### src/rtl/dsp_result_reader.sv
// dsp_result_reader: captures the MULTALU product buses after a settle
// delay. It then streams the snapshot out as bytes over valid/ready and ends
// the stream with a byte that makes the stream's modulo-256 sum zero.
module dsp_result_reader #(
  parameter int NUM_WORDS     = 5,
  parameter int WORD_W        = 64,
  parameter int SETTLE_CYCLES = 4
) (
  input  logic                        clk,
  input  logic                        reset,
  input  logic                        start,
  input  logic [NUM_WORDS*WORD_W-1:0] products,
  output logic [7:0]                  m_data,
  output logic                        m_valid,
  input  logic                        m_ready,
  output logic                        busy,
  output logic                        done,
  output logic [7:0]                  checksum
);

  localparam int NUM_BYTES = NUM_WORDS * WORD_W / 8;
  localparam int IDX_W     = (NUM_BYTES > 1) ? $clog2(NUM_BYTES) : 1;

  localparam logic [IDX_W-1:0] LAST_IDX    = IDX_W'(NUM_BYTES - 1);
  localparam logic [7:0]       SETTLE_LOAD = 8'(SETTLE_CYCLES - 1);

  localparam logic [2:0] S_IDLE    = 3'd0;
  localparam logic [2:0] S_SETTLE  = 3'd1;
  localparam logic [2:0] S_CAPTURE = 3'd2;
  localparam logic [2:0] S_SEND    = 3'd3;
  localparam logic [2:0] S_SUM     = 3'd4;
  localparam logic [2:0] S_DONE    = 3'd5;

  logic [2:0]       state;
  logic [7:0]       settle_cnt;
  logic [IDX_W-1:0] idx;
  logic [7:0]       run_sum;
  logic [7:0]       snap [NUM_BYTES];

  // Snapshot register: loads all product bytes in the single CAPTURE cycle.
  // NOTE: the snapshot is a data store and has no reset. m_valid gates every
  // read of it, and every byte is rewritten before the first read.
  always_ff @(posedge clk) begin
    if (state == S_CAPTURE) begin
      for (int i = 0; i < NUM_BYTES; i++) begin
        snap[i] <= products[8*i +: 8];
      end
    end
  end

  // Sequencer: settle delay, capture, byte stream, checksum byte, done.
  // NOTE: sequential state is assigned with non-blocking (<=) only, so every
  // register samples pre-edge values regardless of statement order.
  always_ff @(posedge clk) begin
    if (reset) begin
      state      <= S_IDLE;
      settle_cnt <= '0;
      idx        <= '0;
      run_sum    <= '0;
      checksum   <= '0;
    end else begin
      case (state)
        S_IDLE, S_DONE: begin
          if (start) begin
            state      <= S_SETTLE;
            settle_cnt <= SETTLE_LOAD;
          end
        end
        S_SETTLE: begin
          if (settle_cnt == 8'd0) state <= S_CAPTURE;
          else                    settle_cnt <= settle_cnt - 8'd1;
        end
        S_CAPTURE: begin
          idx     <= '0;
          run_sum <= '0;
          state   <= S_SEND;
        end
        S_SEND: begin
          if (m_ready) begin
            run_sum <= run_sum + m_data;
            if (idx == LAST_IDX) state <= S_SUM;
            else                 idx   <= idx + 1'b1;
          end
        end
        S_SUM: begin
          if (m_ready) begin
            checksum <= m_data;
            state    <= S_DONE;
          end
        end
        default: state <= S_IDLE;
      endcase
    end
  end

  // Output decode. Outputs come straight from the registered state, so they
  // hold stable during a stall without any extra storage.
  // NOTE: m_data gets a default before the case, so this block infers no latch.
  always_comb begin
    m_data = 8'h00;
    case (state)
      S_SEND:  m_data = snap[idx];
      S_SUM:   m_data = 8'h00 - run_sum;
      default: m_data = 8'h00;
    endcase
  end

  assign m_valid = (state == S_SEND) || (state == S_SUM);
  assign busy    = (state != S_IDLE) && (state != S_DONE);
  assign done    = (state == S_DONE);

endmodule

### config.mk
export PLATFORM = sky130hd
export DESIGN_NAME = dsp_result_reader
export DESIGN_NICKNAME = d
export VERILOG_FILES = /design/src/rtl/dsp_result_reader.sv
export SDC_FILE = /design/constraint.sdc
export NUM_CORES = 1
export LEC_CHECK = 0
export ABC_AREA = 1
export CAP_MARGIN = 30
export CORE_ASPECT_RATIO = 0.75
export CORE_UTILIZATION = 50
export CTS_CLUSTER_DIAMETER = 120
export CTS_CLUSTER_SIZE = 30
export DETAILED_ROUTE_END_ITERATION = 10
export GPL_TIMING_DRIVEN = 0
export MAX_ROUTING_LAYER = met4
export PLACE_DENSITY_LB_ADDON = 0.25
export SLEW_MARGIN = 15
export SYNTH_ARGS = -nofsm -noshare
export SYNTH_HDL_FRONTEND = slang
export SYNTH_SLANG_ARGS = --single-unit
export TNS_END_PERCENT = 100
### constraint.sdc
create_clock -name clk -period 22.7 [get_ports clk]
set_input_delay 2.27 -clock clk [delete_from_list [all_inputs] [get_ports clk]]
set_output_delay 2.27 -clock clk [all_outputs]
set_load 0.05 [all_outputs]
==> key figures <==
Outcome
  – Status: complete, no violations

Synthesis
  – Post-synth EDFFs: 320
  – Mean Syn Cell Area: between 10 and 15 sq um
  – Netlist cell types: 40
  – Post-Synthesis Cells: 1,274
  – Synth top area share: about 65%
  – Syn nets: around 1,600
  – FFs w/ async S/R, synth: 0%
  – Synth top area cells: edfxtp_1 65%, nand2_1 6.8%, dfxtp_1 5.3%
  – Cell area after synthesis: 0.0148 sq mm
  – Yosys top cell by area: edfxtp_1
  – Main flop type after synthesis: edfxtp_1
  – #FFs+latches synth: ~360
  – Synth warnings: 0
  – Seq/Total Area, Yosys: a little over two thirds

Floorplan
  – Chip Width: ~200 um
  – Rows: 54
  – CORE AREA: a little under 0.03 sq mm
  – Die ar.: around 0.030 sq mm
  – Initial Util: just over 50%
  – # IOs: between 300 and 400
  – Chip Height: 151 um

Worst setup path
  – Flop2flop setup slack: 18,330 ps
  – Slowest-stage cell, CP: clkdlybuf4s50_1
  – Crit path DAT: roughly 3900 ps
  – Crit path capture type: output pin
  – Critical path data required time: 20,430 ps
  – R2R cell count: 20
  – R2R Path End: run_sum[6]$_SDFFE_PP0P_
  – CP Class: flip-flop to output pin
  – CP peak stage delay: ~850 ps
  – CP Max Fanout: 11
  – Buf/Inv on CP: 4
  – CP delay by family, top: buffers and inverters
  – Sequence of cells on the critical path: inv_1 -> buf_2 -> clkbuf_1 -> o21ai_0 -> o221ai_1 -> nand3_1 -> nand3_1 -> nand3_1 -> nand2_1 -> nand2_1 -> nand2_1 -> clkdlybuf4s50_1
  – Startpoint types: flip-flop

Place
  – Number of port buffers: between 300 and 400
  – DP HPWL: 33,400 um
  – RD Place Congestion: between 0.9 and 1
  – Dpl ws: approximately 17,000 ps

Global route
  – Global-route wire length before repair: 64,700 um
  – All-layer global routing usage: between 20% and 30%
  – Vias in the first global route: 10,895
  – Largest net degree at the start of global routing: 32
  – Initial antenna violation count: 5
  – GR Overflow Total: 0

Timing
  – Setup_tns: 0 ps
  – Worst Clk Skew: approximately 20 ps
  – Setup slack after layout: between 15,000 and 20,000 ps
  – Slew HR: 48.1%
  – Crit share post-route: 27.4%
  – Final hold vios: 0
  – Final Max Tran Viols: 0
  – Worst-margin pin slew: a little under 800 ps
  – RSZ-0062 raised after global routing: false
  – Min Tclk post-route: around 6200 ps
  – Hold Worst Slack: between 400 and 500 ps
  – Final setup viols: 0
  – Max Freq: ~160 MHz

Routing
  – Drt drc: 0
  – Vias: roughly 11,000
  – Post-Route WL: approximately 44,000 um
  – Starting DRT DRC Count: about 1,100
  – Antenna viol nets, final: 0
  – Per-cell routed wire length: roughly 22 um
  – Initial DRT Pass Iterations: 5
  – Vias per Instance: about 5.5

Min path
  – Hold_sp: settle_cnt[4]$_SDFFE_PP0P_
  – HP Class: flip-flop to flip-flop
  – Worst Hold Path EP: settle_cnt[4]$_SDFFE_PP0P_
  – Worst hold path depth: 1

Job
  – Max-cap violations: 0

Clock network
  – CTS tree: done
  – Hold Buf Count CTS: 0
  – Worst-Skew Late Latency: ~520 ps
  – TritonCTS sink count: about 360
  – Clock buffer count from CTS: 15
  – Total setup buffers inserted after CTS: 0
  – Root Buffer: clkbuf_16
  – Post-cts repair resize count: 0
  – Worst-path clk slew: between 100 and 150 ps
  – CTS HTree Levels: 1
  – Max Root-Sink Buffers: 3

Finish
  – Nets: approximately 2,000
  – Area Growth Syn to Fin: 31.3%
  – Layout cells sized above 1: approximately 5.6%
  – Fillers: roughly 2,200

Power
  – Maximum vdd drop: 60.4 uV
  – Power Dens Cells: 81.4 mW/mm^2
  – Design Power: between 1.5 and 2 mW
  – Leak: roughly 7 nW
==> cell usage in the layout, fill, tap and decap left out, drive strengths merged <==
master / netlist / final
and2: 1 / 1
and3: 4 / 4
nor2: 135 / 135
a21oi: 68 / 68
nor3: 6 / 6
o211ai: 10 / 10
nand3b: 1 / 1
xor2: 2 / 2
inv: 51 / 51
o21a: 7 / 7
fa: 1 / 1
nor4: 1 / 1
a211oi: 2 / 2
nor3b: 2 / 2
a31oi: 1 / 1
dfxtp: 39 / 39
o221ai: 19 / 19
edfxtp: 320 / 320
nand2: 270 / 270
buf: 42 / 54
or2: 4 / 4
clkdlybuf4s50: 0 / 342
o21ai: 100 / 100
o22ai: 4 / 4
nand3: 122 / 122
o31ai: 21 / 21
clkbuf: 26 / 51
diode: 0 / 8
ha: 11 / 11
nand4: 4 / 4
==> worst reg2reg max path, cell delays in order (launching register included) <==
cell,delay (ps)
dfxtp_1,460
buf_2,360
clkbuf_1,610
a21oi_1,90
o31ai_1,460
nand3_1,190
nand3_1,200
nand2_1,80
nand2_1,120
nand2_1,90
ha_1,220
fa_1,380
nand2_1,90
nand2_1,90
a21oi_1,190
nor2_1,80
o21ai_0,160
nand2_1,80
a21oi_1,120
o21ai_0,90
a21oi_1,130
==> worst max-delay path by stage <==
| stage | startpoint | end | depth (start not counted) |
|---|---|---|---|
| global placement | state[1]$_SDFFE_PP0P_ | run_sum[2]$_SDFFE_PP0P_ | 5 |
| detailed placement | flip-flop | m_data[1] | 13 |
| finish | flip-flop | m_data[1] | 12 |
| floorplan | state[1]$_SDFFE_PP0P_ | run_sum[2]$_SDFFE_PP0P_ | 5 |
| global route | flip-flop | m_data[1] | 12 |
| CTS | flip-flop | m_data[1] | 13 |
==> cells in the mapped netlist (10+ instances only) <==
cell type,number
inv_1,42
buf_2,35
ha_1,11
o221ai_1,19
o31ai_1,21
nand3_1,122
dfxtp_1,39
clkbuf_1,26
edfxtp_1,320
a21oi_1,67
nor2_1,129
o21ai_0,97
o211ai_1,10
nand2_1,268
==> cell type report <==
type                            instances  area (sq um)  area share [%]
Antenna cell                            8          20.0           0.103
Buffer                                 68           325            1.68
Clock buffer                           25           413            2.13
Inverter                               51           196            1.01
Multi-Input combinational cell        796          3850            19.9
Sequential cell                       359         10400            53.6
Tap cell                              392           490            2.53
Timing Repair Buffer                  354          3690            19.0
==> flip-flops by register name, indices dropped and copies added, names as in the netlist, named ones only <==
signal,flops
checksum,8
idx,6
run_sum,8
settle_cnt,8
snap,320
state,3
==> kinds of logic (layout without fill, tap and decap cells) <==
kind of cell / Yosys count / count (layout) / share of synthesized area [%]
other cells: 0 / 8 / 0
xor+xnor: 2 / 2 / 0.119
simple gates: 550 / 550 / 15.8
buf+inv: 119 / 498 / 3.54
fa+ha+maj: 12 / 12 / 1.07
compound gates: 232 / 232 / 9.10
flops: 359 / 359 / 70.4
==> per-stage QoR <==
stage	cells	instance area, sq um	utilization [%]
after floorplan	1274	14800	-
after global placement	2008	18700	64.3
after detailed placement	2020	18900	65.2
after CTS	2045	19400	66.6
after global routing	2050	19400	66.7
final	2053	19400	66.7
==> where the power goes <==
part           internal, mW  switching (mW)  total (mW)
Clock                 0.127           0.195       0.322
Sequential            0.860          0.0323       0.893
Combinational         0.142           0.220       0.362
==> metal layers <==
layer | vias to the layer above | global-route usage [%] | routed length [um]
met2 | 601 | 47.1 | 20500
met4 | 0 | 7.40 | 964
li1 | 5278 | - | -
met5 | - | - | 0
met1 | 5407 | 41.4 | 18600
met3 | 60 | 4.41 | 4260
Power figures use the tool's default switching activity.
